### src/rtl/cdb_pkg.sv
// Shared constants, entry type and word-packing helper for the common data bus
// broadcast unit and its per-source FIFOs.
package cdb_pkg;

    localparam int CDB_W      = 16;
    localparam int DEST_W     = 3;
    localparam int POS_W      = 2;
    localparam int DATA_W     = 10;
    localparam int FIFO_DEPTH = 2;

    localparam int CDB_R0_BIT  = 15;
    localparam int CDB_R1_BIT  = 14;
    localparam int CDB_R2_BIT  = 13;
    localparam int CDB_POS_HI  = 12;
    localparam int CDB_POS_LO  = 11;
    localparam int CDB_SRC_BIT = 10;
    localparam int CDB_DATA_HI = 9;
    localparam int CDB_DATA_LO = 0;

    localparam logic SRC_SUMSUB = 1'b1;
    localparam logic SRC_LDSD   = 1'b0;

    typedef struct packed {
        logic [DEST_W-1:0] dest;
        logic [POS_W-1:0]  position;
        logic [DATA_W-1:0] data;
    } cdb_entry_t;

    // dest is {R0,R1,R2}, so dest[2] lands on the R0 write-enable bit
    function automatic logic [CDB_W-1:0] pack_cdb(input cdb_entry_t e, input logic src);
        logic [CDB_W-1:0] w;
        w = '0;
        w[CDB_R0_BIT]                = e.dest[2];
        w[CDB_R1_BIT]                = e.dest[1];
        w[CDB_R2_BIT]                = e.dest[0];
        w[CDB_POS_HI:CDB_POS_LO]     = e.position;
        w[CDB_SRC_BIT]               = src;
        w[CDB_DATA_HI:CDB_DATA_LO]   = e.data;
        return w;
    endfunction

endpackage

### src/rtl/cdb_source_fifo.sv
// Two-entry FIFO buffering one execution unit's results ahead of the CDB.
// Ready depends only on the registered count, so a full FIFO refuses even when popping.
module cdb_source_fifo
    import cdb_pkg::*;
(
    input  logic       clock,
    input  logic       reset,
    input  logic       in_valid,
    output logic       in_ready,
    input  cdb_entry_t in_entry,
    input  logic       pop,
    output cdb_entry_t head,
    output logic       empty
);

    logic       rd_idx_q, rd_idx_d;
    logic       wr_idx_q, wr_idx_d;
    logic [1:0] count_q, count_d;
    cdb_entry_t slot_q [FIFO_DEPTH];
    cdb_entry_t slot_d [FIFO_DEPTH];
    logic       push;
    logic       do_pop;

    assign in_ready = (count_q < 2'(FIFO_DEPTH));
    assign empty    = (count_q == 2'd0);
    assign head     = slot_q[rd_idx_q];
    assign push     = in_valid && in_ready;
    assign do_pop   = pop && !empty;

    always_comb begin
        rd_idx_d = rd_idx_q;
        wr_idx_d = wr_idx_q;
        count_d  = count_q;
        if (push) begin
            wr_idx_d = ~wr_idx_q;
        end
        if (do_pop) begin
            rd_idx_d = ~rd_idx_q;
        end
        case ({push, do_pop})
            2'b10:   count_d = count_q + 2'd1;
            2'b01:   count_d = count_q - 2'd1;
            default: count_d = count_q;
        endcase
    end

    always_ff @(posedge clock or posedge reset) begin
        if (reset) begin
            rd_idx_q <= 1'b0;
            wr_idx_q <= 1'b0;
            count_q  <= 2'd0;
        end else begin
            rd_idx_q <= rd_idx_d;
            wr_idx_q <= wr_idx_d;
            count_q  <= count_d;
        end
    end

    genvar gi;
    generate
        for (gi = 0; gi < FIFO_DEPTH; gi++) begin : g_slot
            always_comb begin
                slot_d[gi] = slot_q[gi];
                if (push && (wr_idx_q == 1'(gi))) begin
                    slot_d[gi] = in_entry;
                end
            end

            always_ff @(posedge clock or posedge reset) begin
                if (reset) begin
                    slot_q[gi] <= '0;
                end else begin
                    slot_q[gi] <= slot_d[gi];
                end
            end
        end
    endgenerate

endmodule

### src/rtl/cdb_broadcast_unit.sv
// Merges sum/sub and load/store results onto a single registered CDB word,
// one broadcast per cycle, round-robin between the two source FIFOs.
module cdb_broadcast_unit
    import cdb_pkg::*;
(
    input  logic              clock,
    input  logic              reset,
    input  logic              sumsub_valid,
    output logic              sumsub_ready,
    input  logic [DEST_W-1:0] sumsub_dest,
    input  logic [POS_W-1:0]  sumsub_position,
    input  logic [DATA_W-1:0] sumsub_data,
    input  logic              ldsd_valid,
    output logic              ldsd_ready,
    input  logic [DEST_W-1:0] ldsd_dest,
    input  logic [POS_W-1:0]  ldsd_position,
    input  logic [DATA_W-1:0] ldsd_data,
    output logic [CDB_W-1:0]  cdb,
    output logic              cdb_valid
);

    cdb_entry_t       sumsub_entry, ldsd_entry;
    cdb_entry_t       sumsub_head, ldsd_head;
    logic             sumsub_empty, ldsd_empty;
    logic             grant_sumsub, grant_ldsd;
    logic             last_src_q, last_src_d;
    logic [CDB_W-1:0] cdb_q, cdb_d;
    logic             cdb_valid_q, cdb_valid_d;

    assign sumsub_entry = '{dest: sumsub_dest, position: sumsub_position, data: sumsub_data};
    assign ldsd_entry   = '{dest: ldsd_dest, position: ldsd_position, data: ldsd_data};

    cdb_source_fifo u_sumsub_fifo (
        .clock    (clock),
        .reset    (reset),
        .in_valid (sumsub_valid),
        .in_ready (sumsub_ready),
        .in_entry (sumsub_entry),
        .pop      (grant_sumsub),
        .head     (sumsub_head),
        .empty    (sumsub_empty)
    );

    cdb_source_fifo u_ldsd_fifo (
        .clock    (clock),
        .reset    (reset),
        .in_valid (ldsd_valid),
        .in_ready (ldsd_ready),
        .in_entry (ldsd_entry),
        .pop      (grant_ldsd),
        .head     (ldsd_head),
        .empty    (ldsd_empty)
    );

    // On a tie the source that did not win the previous broadcast goes next
    always_comb begin
        grant_sumsub = 1'b0;
        grant_ldsd   = 1'b0;
        last_src_d   = last_src_q;
        cdb_d        = '0;
        cdb_valid_d  = 1'b0;
        if (!sumsub_empty && !ldsd_empty) begin
            grant_sumsub = (last_src_q == SRC_LDSD);
            grant_ldsd   = (last_src_q == SRC_SUMSUB);
        end else begin
            grant_sumsub = !sumsub_empty;
            grant_ldsd   = !ldsd_empty;
        end
        if (grant_sumsub) begin
            cdb_d       = pack_cdb(sumsub_head, SRC_SUMSUB);
            cdb_valid_d = 1'b1;
            last_src_d  = SRC_SUMSUB;
        end else if (grant_ldsd) begin
            cdb_d       = pack_cdb(ldsd_head, SRC_LDSD);
            cdb_valid_d = 1'b1;
            last_src_d  = SRC_LDSD;
        end
    end

    always_ff @(posedge clock or posedge reset) begin
        if (reset) begin
            last_src_q  <= SRC_LDSD;
            cdb_q       <= '0;
            cdb_valid_q <= 1'b0;
        end else begin
            last_src_q  <= last_src_d;
            cdb_q       <= cdb_d;
            cdb_valid_q <= cdb_valid_d;
        end
    end

    assign cdb       = cdb_q;
    assign cdb_valid = cdb_valid_q;

endmodule

### config.mk
export PLATFORM = sky130hd
export DESIGN_NAME = cdb_broadcast_unit
export DESIGN_NICKNAME = d
export VERILOG_FILES = /design/src/rtl/cdb_pkg.sv /design/src/rtl/cdb_source_fifo.sv /design/src/rtl/cdb_broadcast_unit.sv
export SDC_FILE = /design/constraint.sdc
export NUM_CORES = 1
export LEC_CHECK = 0
export CELL_PAD_IN_SITES_DETAIL_PLACEMENT = 1
export CELL_PAD_IN_SITES_GLOBAL_PLACEMENT = 1
export CORE_ASPECT_RATIO = 0.7
export CORE_UTILIZATION = 48
export CTS_BUF_LIST = sky130_fd_sc_hd__clkbuf_16
export DETAILED_ROUTE_END_ITERATION = 10
export PLACE_DENSITY_LB_ADDON = 0.1
export REMOVE_ABC_BUFFERS = 1
export SLEW_MARGIN = 30
export SYNTH_ARGS = -nofsm -noshare
export SYNTH_HDL_FRONTEND = slang
export SYNTH_SLANG_ARGS = --single-unit
### constraint.sdc
create_clock -name clock -period 5.75 [get_ports clock]
set_clock_uncertainty 0.05 [all_clocks]
set_input_delay 0.575 -clock clock [delete_from_list [all_inputs] [get_ports clock]]
set_output_delay 0.575 -clock clock [all_outputs]
set_load 0.02 [all_outputs]
; ---- Yosys cells after proc, flatten, opt, wreduce, memory -nomap -nowiden
; Index checks and enable logic that the tools add are counted.
[word_totals]
ff_bits = 86
latch_bits = 0
ram_bits = 0
mem_bits_ro = 0
input_bits = 34
n_memories = 0
[classes]
n_addsub = 4
multipliers = 0
div = 0
magnitude_cmp = 4
n_eq_ne = 4
n_shift = 0
mux = 16
n_bitwise = 7
reduce_logical = 16
[ops]
columns = cell, count
row1 = $mux 15, 6
row2 = $mux 16, 2
row3 = $logic_and 1x1->1, 9
row4 = $pmux 2 s2, 2
row5 = $mux 1, 6
row6 = $reduce_bool 2->1, 3
row7 = $not 1->1, 5
row8 = $add 2x1->2 const B, 2
row9 = $eq 2x1->1 const B, 2
row10 = $eq 2x2->1 const B, 2
row11 = $ge 2x2->1 const B, 2
row12 = $logic_not 2->1, 2
row13 = $lt 2x2->1 const B, 2
row14 = $not 1->2, 2
row15 = $sub 2x1->2 const B, 2
row16 = $logic_not 1->1, 2

; ---- Logic depth before layout (Yosys ltp)
; Gate-level depths: netlist of run 1.
[depth]
ltp_word = 7
mapped_depth = 8
ltp_nobuf = 7

; ---- Hierarchy
; Synthesis of run 1 repeated with hierarchy kept, for this count alone.
[unflattened]
cells_unflattened = 240
area_unflattened_um2 = 3796.1
[by_module_without_submodules]
columns = mod, n_inst, cells_per_inst, area_per_inst_um2, seq_area_each_um2
row1 = cdb_source_fifo, 2, 97, 1551.5, 850.8
row2 = cdb_broadcast_unit, 1, 46, 693.2, 450.4

; ---- Worst setup path after synthesis of run 1
; OpenSTA, ideal clock, no wires.
[synth_path]
kind = flip-flop to flip-flop
startpoint = reg u_sumsub_fifo.count_q[1]
endpoint = reg u_sumsub_fifo.count_q[1]
arrival_time_ns = 1.527
path_slack_ns = 4.093
stages_incl_launch_ff = 7
path_buffers = 1
path_cell_list = dfrtp_1 > o21ai_2 > buf_2 > inv_1 > ha_1 > nor2_1 > xnor2_1
[synth_between]
elab_chain_len = 7
[synth_rtl]
columns = item, line
row1 = "start, declared", cdb_source_fifo.sv:18  ; logic [1:0] count_q, count_d;
row2 = "start signal, assigned", cdb_source_fifo.sv:55  ; count_q <= count_d;
row3 = $logic_not 2->1 *, cdb_source_fifo.sv:25  ; assign empty = (count_q == 2'd0);
row4 = $logic_not 1->1 *, "cdb_source_fifo.sv:28, cdb_broadcast_unit.sv:62, cdb_broadcast_unit.sv:66"
row5 = $logic_and 1x1->1, cdb_broadcast_unit.sv:62  ; if (!sumsub_empty && !ldsd_empty) begin
row6 = $mux 1, cdb_broadcast_unit.sv:62
row7 = $logic_and 1x1->1 *, cdb_source_fifo.sv:28  ; assign do_pop = pop && !empty;
row8 = via u_sumsub_fifo.do_pop, cdb_source_fifo.sv:22  ; logic do_pop;
row9 = $eq 2x1->1 / $eq 2x2->1 (equally long branches), cdb_source_fifo.sv:40  ; case ({push, do_pop})
row10 = $pmux 2 s2 / $reduce_bool 2->1 (equally long branches), -
; Mark *: on every way through the listed nets, which the timed path passes. The rest lies on a longest branch.
; A chain may end at the register's enable or synchronous reset.

; ---- Final worst setup path of run 1
[layout_path]
startpoint = reg u_ldsd_fifo.count_q[1]
endpoint = out ldsd_ready
[layout_between]
elab_chain_len = 1
[layout_rtl]
columns = item, line
row1 = "start, declared", cdb_source_fifo.sv:18
row2 = "start signal, assigned", cdb_source_fifo.sv:55
row3 = $lt 2x2->1, cdb_source_fifo.sv:24  ; assign in_ready = (count_q < 2'(FIFO_DEPTH));
row4 = "end, declared", cdb_broadcast_unit.sv:14  ; output logic ldsd_ready,
; Every way passes these cells.

==> results.ini, run 1 <==
[route]
antenna_violating_nets_post_route = 0
route.detailed.wl_per_inst_microns = 19.06
via_per_inst = 5.304
drc = 0
finalWirelength_microns = 7471
vias = 2079
drt-initial-drc-count = 53
detailedRoute.firstPassIterationCount = 4

[synth]
synth.ff_latch_count = 86
yosys.cell_types.count = 22
mappedNetlistArea_sq_um = 3608
synthesis.instances = 235
post_synth.cell_area_avg_sq_um = 15.36
ys_warn_count = 0
synth_seq_area_share = 0.5964

[placement]
dp_worst_setup_slack_ps = 3475
detailed_place_hpwl_microns = 4517
io_buffers = 52
placed_cells_incl_taps = 376
routabilityCongestion = 0.7281
detailed_place.area_sq_um = 4174

[finish]
finalNonFillerCells = 392
mostFrequentLayoutCells = sky130_fd_sc_hd__dfrtp_1, sky130_fd_sc_hd__clkdlybuf4s50_1, sky130_fd_sc_hd__mux2_2, sky130_fd_sc_hd__mux2i_1, sky130_fd_sc_hd__o22ai_1
num_antenna_cells = 0
post-route-cell-area_sq_um = 4498
fillers = 681
nNetsFinal = 325
final_core_utilization = 0.6173
area_growth_syn_to_layout_pct = 24.65
layout_commonest_cell = sky130_fd_sc_hd__dfrtp_1
drive_gt1_frac = 0.2891

[floorplanning]
die_ht_microns = 74.54
io-pin-count = 53
core_sq_um = 7287
die_area_sq_um = 7874
die_w_microns = 105.6
initial_cell_density_of_the_core = 0.4952
rows = 26

[sta]
post-route-period-util = 0.3738
final_period_minus_worst_setup_slack_ps = 2149
fmax_mhz = 465.3
timing_worst_slew_pin_value_ps = 940.1
rsz0062_at_grt = no
timing.max_slew.rel_slack = 0.3733
finalMaxSlewViolations = 0
timing.setup.tns_ps = 0
setup-violations-final = 0
whs_ps = 455.9
hold_viol = 0
final_critical_path_setup_slack_ps = 3601

[worst_setup_path]
crit_fanout = 5
cp_num_cells = 2
slowest_delay_ps = 610
path_cells = inv_2, clkdlybuf4s50_1
critPathBufInv = 2
cpLargestDelayFamily = buffers and inverters
worst_setup_path_end_kind = output pin
cp.arrival_ps = 1520
reg_to_reg_critical_path_endpoint = u_ldsd_fifo.count_q[1]$_DFFE_PP0P_
worstReg2RegStart = u_sumsub_fifo.count_q[1]$_DFFE_PP0P_
crit_path_top_delay_cell = sky130_fd_sc_hd__clkdlybuf4s50_1
data_required_time_of_the_worst_path_ps = 5120
worst_r2r_path_depth = 7
crit_start = u_ldsd_fifo.count_q[1]$_DFFE_PP0P_
worst_setup_path_start_kind = flip-flop
critical_path.endpoint = ldsd_ready
worstSetupPathType = reg -> out
regToRegSetupSlack_ps = 3760

[clocking]
post_cts_buffers = 0
clock-root-buffer = sky130_fd_sc_hd__clkbuf_16
number_of_gates_resized_after_cts = 0
clock_sinks = 86
cts-htree-levels = 3
clkTransAtPathRegs_ps = 60
cts-hold-fix-buffers = 0
cts-buffers-inserted = 9
worst_skew_pair.late_latency_ps = 330
cts_max_path_buffers = 2
cts_tree = yes

[job]
drv.max_cap_violation_count = 0

[power_and_ir_drop]
power.ir.vdd_worst_mv = 0.2376
static-leakage-power_nw = 1.963
cellPowerDensity_nw_per_um2 = 638.1
report.power.total_mw = 2.870

[global_routing]
grt_pass1_wl_microns = 12350
initial_antenna_violation_count = 0
pin_count_of_the_biggest_net_entering_global_routing = 87
grt-ovfl-total = 0
globalRouteTotalUtil = 0.2150
number_of_global_route_vias_before_repair = 2312

[min_path]
holdCritPathClass = reg -> reg
holdCritStartpoint = u_ldsd_fifo.slot_q[6]$_DFFE_PP0P_

[run_status]
outcome = finished clean

flip-flops by register name, summed over array words and instances (netlist names):
register                flops
cdb                        16
cdb_valid                   1
last_src_q                  1
u_ldsd_fifo.count_q         2
u_ldsd_fifo.rd_idx_q        1
u_ldsd_fifo.slot_q         30
u_ldsd_fifo.wr_idx_q        1
u_sumsub_fifo.count_q       2
u_sumsub_fifo.rd_idx_q      1
u_sumsub_fifo.slot_q       30
u_sumsub_fifo.wr_idx_q      1
final cells by class:
| type | count | area (sq um) | area share |
|---|---|---|---|
| clock buffer | 9 | 225.2 | 0.05007 |
| clock inverter | 7 | 82.58 | 0.01836 |
| inverter | 6 | 23.77 | 0.005285 |
| multi-input combinational | 133 | 1359 | 0.3021 |
| sequential | 86 | 2153 | 0.4787 |
| tap | 98 | 122.6 | 0.02726 |
| timing repair buffer | 53 | 531.8 | 0.1182 |
worst reg2reg max path, delay by kind of cell, from the launching register on:
family,cells,cell delay [ps]
XOR/XNOR,2,260
AND/OR/NAND/NOR,2,290
adder cells (fa/ha/maj),1,240
buffers and inverters,1,120
AO/OA/AOI/OAI,1,500
flip-flops,1,460
how the worst min path moves through the flow:
stage	cells past startpoint	slack, ps	endpoint
2_1_floorplan	1	430	u_ldsd_fifo.slot_q[0]$_DFFE_PP0P_
3_3_place_gp	1	440	u_ldsd_fifo.slot_q[4]$_DFFE_PP0P_
3_5_place_dp	1	440	u_ldsd_fifo.slot_q[18]$_DFFE_PP0P_
4_1_cts	1	460	u_ldsd_fifo.slot_q[4]$_DFFE_PP0P_
5_1_grt	1	460	u_ldsd_fifo.slot_q[4]$_DFFE_PP0P_
6_report	1	460	u_ldsd_fifo.slot_q[6]$_DFFE_PP0P_
cell families after synthesis:
family | Yosys count | share of synthesized area
AND/OR/NAND/NOR | 12 | 0.02566
flip-flops | 86 | 0.5964
multiplexers | 90 | 0.2809
buffers and inverters | 16 | 0.03120
XOR/XNOR | 10 | 0.02427
AO/OA/AOI/OAI | 19 | 0.03467
adder cells (fa/ha/maj) | 2 | 0.006934
layer usage:
layer,track usage,share of wire
met1,0.2784,0.47
met2,0.3604,0.49
met3,0.06398,0.038
met4,0.05864,0.0072
met5,0,0
cell usage after synthesis:
library cell | n | area, sq um
sky130_fd_sc_hd__ha_1 | 2 | 25.02
sky130_fd_sc_hd__clkbuf_4 | 1 | 7.510
sky130_fd_sc_hd__buf_4 | 2 | 15.01
sky130_fd_sc_hd__nand2b_4 | 2 | 27.53
sky130_fd_sc_hd__dfrtp_1 | 86 | 2152
sky130_fd_sc_hd__mux2i_1 | 30 | 300.3
sky130_fd_sc_hd__inv_2 | 2 | 7.510
sky130_fd_sc_hd__inv_1 | 4 | 15.01
sky130_fd_sc_hd__o21ai_2 | 1 | 8.760
sky130_fd_sc_hd__nor2_1 | 4 | 15.01
sky130_fd_sc_hd__xnor2_1 | 10 | 87.58
sky130_fd_sc_hd__mux2_2 | 50 | 563.0
sky130_fd_sc_hd__o22ai_1 | 15 | 93.84
sky130_fd_sc_hd__buf_8 | 2 | 30.03
sky130_fd_sc_hd__o21ai_0 | 2 | 10.01
sky130_fd_sc_hd__nand3_2 | 2 | 20.02
sky130_fd_sc_hd__mux2_4 | 10 | 150.1
sky130_fd_sc_hd__o22ai_2 | 1 | 12.51
sky130_fd_sc_hd__nor2_4 | 2 | 22.52
sky130_fd_sc_hd__nand2_1 | 2 | 7.510
sky130_fd_sc_hd__buf_2 | 3 | 15.01
sky130_fd_sc_hd__buf_6 | 2 | 22.52
power by group:
group          switching (mW)  internal, mW
logic                   0.482         0.619
registers               0.246         0.925
clock network           0.224         0.374
total                   0.952          1.92
Note: power is estimated with default switching activity, not from simulation.
==> run 2: changes to the inputs <==
--- a/config.mk
+++ b/config.mk
@@ -8,7 +8,7 @@
 export CELL_PAD_IN_SITES_DETAIL_PLACEMENT = 1
 export CELL_PAD_IN_SITES_GLOBAL_PLACEMENT = 1
 export CORE_ASPECT_RATIO = 0.7
-export CORE_UTILIZATION = 48
+export CORE_UTILIZATION = 45
 export CTS_BUF_LIST = sky130_fd_sc_hd__clkbuf_16
 export DETAILED_ROUTE_END_ITERATION = 10
 export PLACE_DENSITY_LB_ADDON = 0.1
==> constraint.sdc (replaced) <==
create_clock -name clock -period 2.2 [get_ports clock]
set_clock_uncertainty 0.05 [all_clocks]
set_input_delay 0.22 -clock clock [delete_from_list [all_inputs] [get_ports clock]]
set_output_delay 0.22 -clock clock [all_outputs]
set_load 0.02 [all_outputs]
==> results.ini, run 2 (synthesis gave the netlist of run 1 again) <==
[global_routing]
pin_count_of_the_biggest_net_entering_global_routing = 87
grt-ovfl-total = 0
initial_antenna_violation_count = 0
number_of_global_route_vias_before_repair = 2336
globalRouteTotalUtil = 0.2080
grt_pass1_wl_microns = 12740

[placement]
placed_cells_incl_taps = 383
routabilityCongestion = 0.6916
io_buffers = 52
detailed_place.area_sq_um = 4248
detailed_place_hpwl_microns = 4865
dp_worst_setup_slack_ps = 296.7

[floorplanning]
io-pin-count = 53
die_w_microns = 109.0
initial_cell_density_of_the_core = 0.4802
core_sq_um = 7515
rows = 26
die_area_sq_um = 8387
die_ht_microns = 76.92

[worst_setup_path]
worstSetupPathType = reg -> out
worst_r2r_path_depth = 3
worstReg2RegStart = u_sumsub_fifo.count_q[1]$_DFFE_PP0P_
crit_start = u_ldsd_fifo.count_q[1]$_DFFE_PP0P_
worst_setup_path_end_kind = output pin
cp.arrival_ps = 1510
crit_fanout = 5
worst_setup_path_start_kind = flip-flop
data_required_time_of_the_worst_path_ps = 1930

[clocking]
number_of_gates_resized_after_cts = 0
worst_skew_pair.late_latency_ps = 340
cts_max_path_buffers = 2
cts-hold-fix-buffers = 0
cts-buffers-inserted = 9
clock_sinks = 86
clkTransAtPathRegs_ps = 60
cts-htree-levels = 3
post_cts_buffers = 0
cts_tree = yes
clock-root-buffer = sky130_fd_sc_hd__clkbuf_16

[sta]
final_period_minus_worst_setup_slack_ps = 1781
setup-violations-final = 0
timing.setup.tns_ps = 0
timing_worst_slew_pin_value_ps = 569.8
timing.max_slew.rel_slack = 0.6201
rsz0062_at_grt = no
whs_ps = 231.7
hold_viol = 0
post-route-period-util = 0.8095
final_critical_path_setup_slack_ps = 419.0
finalMaxSlewViolations = 0
fmax_mhz = 561.5

[finish]
num_antenna_cells = 0
drive_gt1_frac = 0.3023
layout_commonest_cell = sky130_fd_sc_hd__dfrtp_1
finalNonFillerCells = 399
area_growth_syn_to_layout_pct = 25.55
nNetsFinal = 332
fillers = 725
final_core_utilization = 0.6029
mostFrequentLayoutCells = sky130_fd_sc_hd__dfrtp_1, sky130_fd_sc_hd__clkdlybuf4s50_1, sky130_fd_sc_hd__mux2_2, sky130_fd_sc_hd__mux2i_1, sky130_fd_sc_hd__o22ai_1
post-route-cell-area_sq_um = 4531

[route]
finalWirelength_microns = 7623
detailedRoute.firstPassIterationCount = 4
route.detailed.wl_per_inst_microns = 19.11
vias = 2107
via_per_inst = 5.281
drt-initial-drc-count = 98
drc = 0
antenna_violating_nets_post_route = 0

[power_and_ir_drop]
report.power.total_mw = 7.475
static-leakage-power_nw = 1.993
cellPowerDensity_nw_per_um2 = 1650
power.ir.vdd_worst_mv = 0.8356

[min_path]
holdCritPathClass = in -> async

[run_status]
outcome = finished clean

[job]
drv.max_cap_violation_count = 0

==> run 2: cell types whose count changed in the layout (fill, tap and decap cells not counted), sizes merged <==
| cell | change |
|---|---|
| bufinv | -1 |
| inv | -1 |
| clkinv | +2 |
| buf | +7 |
==> run 2: where the power goes <==
group | total [mW] | leakage [nW] | switching, mW | internal (mW)
Combinational | 3.06 | 0.830 | 1.37 | 1.69
Clock | 1.46 | 0.143 | 0.597 | 0.861
Sequential | 2.96 | 1.02 | 0.539 | 2.42
Total | 7.47 | 1.99 | 2.50 | 4.97
==> run 2: layout make-up <==
class,count,area [sq um],area share
repair buffers,60,605.6,0.1337
clock buffers,9,225.2,0.04971
well taps,98,122.6,0.02706
flip-flops and latches,86,2152,0.4750
clock inverters,7,57.56,0.01270
multi-input cells,133,1344,0.2966
inverters,6,23.77,0.005247
==> run 2: path summary, 6_finish.rpt <==
check	to	slack, ps
setup / recovery	ldsd_ready	420
hold reg to reg	u_sumsub_fifo.slot_q[10]$_DFFE_PP0P_	460
hold / removal	u_sumsub_fifo.count_q[1]$_DFFE_PP0P_	230
min in group clock	u_sumsub_fifo.slot_q[10]$_DFFE_PP0P_	460
setup reg to reg	u_sumsub_fifo.slot_q[3]$_DFFE_PP0P_	570
max in group asynchronous	u_ldsd_fifo.slot_q[7]$_DFFE_PP0P_	1470
==> run 2: layer usage <==
layer | vias to the layer above | track usage | routed length (microns)
met1 | 1096 | 0.2889 | 3644
li1 | 958 | - | -
met2 | 40 | 0.3119 | 3580
met4 | 0 | 0.07162 | 132
met5 | - | 0 | 0
met3 | 13 | 0.05782 | 266
==> run 2: critical path: stages, from the launching register on <==
cell and delay [ps]:
sky130_fd_sc_hd__dfrtp_1 450, sky130_fd_sc_hd__inv_2 120, sky130_fd_sc_hd__clkdlybuf4s50_1 610
==> run 3: changes to the inputs <==
==> constraint.sdc (replaced) <==
create_clock -name clock -period 1.8 [get_ports clock]
set_clock_uncertainty 0.05 [all_clocks]
set_input_delay 0.18 -clock clock [delete_from_list [all_inputs] [get_ports clock]]
set_output_delay 0.18 -clock clock [all_outputs]
set_load 0.02 [all_outputs]
==> results.ini, run 3 (synthesis gave the netlist of run 1 again) <==
[route]
vias = 2148
drt-initial-drc-count = 78
detailedRoute.firstPassIterationCount = 4
route.detailed.wl_per_inst_microns = 19.90
drc = 0
via_per_inst = 5.304
antenna_violating_nets_post_route = 0
finalWirelength_microns = 8059

[sta]
timing.setup.tns_ps = 0
final_period_minus_worst_setup_slack_ps = 1736
finalMaxSlewViolations = 0
rsz0062_at_grt = no
timing.max_slew.rel_slack = 0.7118
fmax_mhz = 576.1
hold_viol = 0
whs_ps = 103.9
timing_worst_slew_pin_value_ps = 431.8
setup-violations-final = 0
post-route-period-util = 0.9643

[power_and_ir_drop]
pwr-share-comb = 0.419
power.share.switching = 0.3322
power.internal_mw = 6.271
power.clock.fraction = 0.205
netSwitchingPower_mw = 3.120
static-leakage-power_nw = 2.045
power.share.sequential = 0.376
power.ir.vdd_worst_mv = 0.9896
cellPowerDensity_nw_per_um2 = 2025

[worst_setup_path]
crit_fanout = 4
worst_setup_path_start_kind = flip-flop
cp.arrival_ps = 1510
worst_setup_path_end_kind = output pin
data_required_time_of_the_worst_path_ps = 1570
worstSetupPathType = reg -> out

[placement]
io_buffers = 52
detailed_place.area_sq_um = 4330
detailed_place_hpwl_microns = 5111
routabilityCongestion = 0.7147

[run_status]
outcome = finished clean

[job]
drv.max_cap_violation_count = 0

[finish]
num_antenna_cells = 0
drive_gt1_frac = 0.3160
area_growth_syn_to_layout_pct = 28.54
mostFrequentLayoutCells = sky130_fd_sc_hd__dfrtp_1, sky130_fd_sc_hd__clkdlybuf4s50_1, sky130_fd_sc_hd__mux2_2, sky130_fd_sc_hd__mux2i_1, sky130_fd_sc_hd__o22ai_1
nNetsFinal = 338
layout_commonest_cell = sky130_fd_sc_hd__dfrtp_1
final_core_utilization = 0.6172
post-route-cell-area_sq_um = 4638
fillers = 708

[floorplanning]
io-pin-count = 53
rows = 26
core_sq_um = 7515
die_w_microns = 109.0
die_area_sq_um = 8387
die_ht_microns = 76.92
initial_cell_density_of_the_core = 0.4802

[clocking]
post_cts_buffers = 0
worst_skew_pair.late_latency_ps = 340
clock-root-buffer = sky130_fd_sc_hd__clkbuf_16
cts_tree = yes
cts-hold-fix-buffers = 0
cts-buffers-inserted = 9
cts-htree-levels = 3
number_of_gates_resized_after_cts = 0
clkTransAtPathRegs_ps = 60
cts_max_path_buffers = 2
clock_sinks = 86

[global_routing]
pin_count_of_the_biggest_net_entering_global_routing = 25
grt-ovfl-total = 0
globalRouteTotalUtil = 0.2222
initial_antenna_violation_count = 0
number_of_global_route_vias_before_repair = 2397
grt_pass1_wl_microns = 13320

[min_path]
holdCritPathClass = in -> async

-- run 3: cell count changes in the layout (fill, tap and decap cells not counted) --
cell | before | now
sky130_fd_sc_hd__clkinv_2 | 2 | 1
sky130_fd_sc_hd__buf_4 | 6 | 9
sky130_fd_sc_hd__buf_12 | 2 | 5
sky130_fd_sc_hd__inv_1 | 5 | 6
sky130_fd_sc_hd__clkinv_1 | 2 | 1
sky130_fd_sc_hd__bufinv_16 | 1 | 2
-- run 3: power groups by stage --
stage / Clock [mW] / Combinational [mW] / Sequential, mW
after detailed placement: 0 / 3.93 / 3.53
after global routing: 2.04 / 4.27 / 3.64
after global placement: 0 / 3.82 / 3.48
after CTS: 1.97 / 3.99 / 3.54
after floorplan: 0 / 2.29 / 3.74
final: 1.93 / 3.94 / 3.53
-- run 3: area by class of cell --
| class | count | area [sq um] | share of cell area |
|---|---|---|---|
| repair buffers | 66 | 688.2 | 0.1484 |
| flip-flops and latches | 86 | 2152 | 0.4640 |
| clock buffers | 9 | 225.2 | 0.04856 |
| well taps | 98 | 122.6 | 0.02644 |
| inverters | 6 | 23.77 | 0.005125 |
| clock inverters | 7 | 82.58 | 0.01780 |
| multi-input cells | 133 | 1344 | 0.2897 |
-- run 3: final timing paths --
kind,depth (start not counted),slack (ps),to,start
min in group clock,2,430,u_sumsub_fifo.slot_q[7]$_DFFE_PP0P_,sumsub_data[7]
max reg2reg,6,210,u_sumsub_fifo.count_q[1]$_DFFE_PP0P_,u_ldsd_fifo.count_q[0]$_DFFE_PP0P_
max,2,60,sumsub_ready,u_sumsub_fifo.count_q[1]$_DFFE_PP0P_
max in group asynchronous,3,1120,u_ldsd_fifo.slot_q[9]$_DFFE_PP0P_,reset
min reg2reg,1,450,u_sumsub_fifo.slot_q[29]$_DFFE_PP0P_,u_sumsub_fifo.slot_q[29]$_DFFE_PP0P_
min,2,100,cdb[10]$_DFF_PP0_,reset
-- run 3: worst max-delay path, stage by stage (launching register included) --
cell and delay [ps]:
sky130_fd_sc_hd__dfrtp_1 440, sky130_fd_sc_hd__inv_2 120, sky130_fd_sc_hd__clkdlybuf4s50_1 600
-- run 3: metrics by stage --
stage / instances / total power, mW / worst slack [ps]
6_report: 405 / 9.390 / 64.21
5_1_grt: 405 / 9.962 / 11.56
4_1_cts: 405 / 9.502 / 44.31
3_5_place_dp: 389 / 7.463 / 170.1
3_3_place_gp: 389 / 7.301 / 201.9
2_1_floorplan: 225 / 6.033 / -651.8
-- run 3: routing by layer --
metal	share of wire	routed length, microns	GRT usage
met2	0.47	3821	0.3358
met1	0.48	3847	0.3045
met4	0.013	102	0.07703
met5	0	0	0
met3	0.036	288	0.06463
==> edit: new RTL, config.mk and constraints of run 1 <==
Set the package constant `CDB_W` to 32 (it was 16).
--- a/src/rtl/cdb_pkg.sv
+++ b/src/rtl/cdb_pkg.sv
@@ -3,5 +3,5 @@
 package cdb_pkg;
 
-    localparam int CDB_W      = 16;
+    localparam int CDB_W      = 32;
     localparam int DEST_W     = 3;
     localparam int POS_W      = 2;
Interface: changed (resized cdb); port bits go from 53 to 69. No check against the original RTL was run, so the function may have changed too.
==> edit against run 1 <==
- sequential power about the same
- first-iteration DRC count decreased by 28%
- synthesized area increased by 4.5%
- sequential cell count unchanged
- worst setup slack worse by 0.0025 ns
- cell area rose by 2.8%
- critical endpoint is now sumsub_ready
- via count is 1.7% higher
- power increased by 3.6%
- routed wire length increased by 3.2%
- maximum frequency down 0.12%
==> edit: results <==
[yosys]
netlist_top_cells_area = dfrtp_1, mux2_2, mux2_4, mux2i_1, buf_4
synthDistinctLibCells = 25
synth_cells = 252
yosysSeqAreaShare = 0.570
synthTopCellsByCount = dfrtp_1, mux2_2, mux2i_1, mux2_4, buf_4

[critical_path]
worstRegToRegCells = 5
critPathLaunch = u_sumsub_fifo.count_q[1]
rrSetupSlack_ns = 3.88
r2r_end = u_sumsub_fifo.count_q[1]
endpoint = sumsub_ready

[routing]
wl_per_cell_um = 18.9
wirelength_um = 7710
drt-initial-drc-count = 38
wl_met2_um = 3630
vias_per_cell = 5.18

[power]
cellLeakagePower_nw = 2.06
ir_worst_vdd_uv = 325

[global_routing]
grt_pass1_vias = 2338
grt_first_pass_wirelength_um = 12500
grt_usage = 0.210
globalRouteMet1Util = 0.293

[sta]
fin_hold_ws_ns = 0.457
max_freq_mhz = 465

[placement]
dp_slack_ns = 3.39
dp.cells = 392
place_hpwl_um = 4690
gp_congestion = 0.727

[clock_network]
cts_made_buffers = 9

[status]
status = finished clean

[worst_hold_path]
hold_path_startpoint = u_sumsub_fifo.slot_q[5]

[cells_and_area]
drive_gt1_frac = 0.297
==> edit: layout make-up <==
type | count | area [µm²]
fillers | 733 | 2830
clock inverters | 7 | 113
multi-input cells | 148 | 1450
flip-flops and latches | 86 | 2150
clock buffers | 9 | 225
repair buffers | 54 | 536
inverters | 6 | 23.8
well taps | 98 | 123
==> edit: logic make-up after synthesis <==
kind of cell,Yosys count,synth area share
muxes,90,0.279
DFF,86,0.570
buffers and inverters,33,0.0620
AOI/OAI and AO/OA,19,0.0345
and+or+nand+nor,11,0.0235
xor gates and xnor gates,10,0.0232
adders and majority gates,2,0.00663
other,1,0.000994
==> edit: power by group <==
group | switching, mW | internal [mW]
Combinational | 0.497 | 0.646
Sequential | 0.248 | 0.926
Clock | 0.233 | 0.422
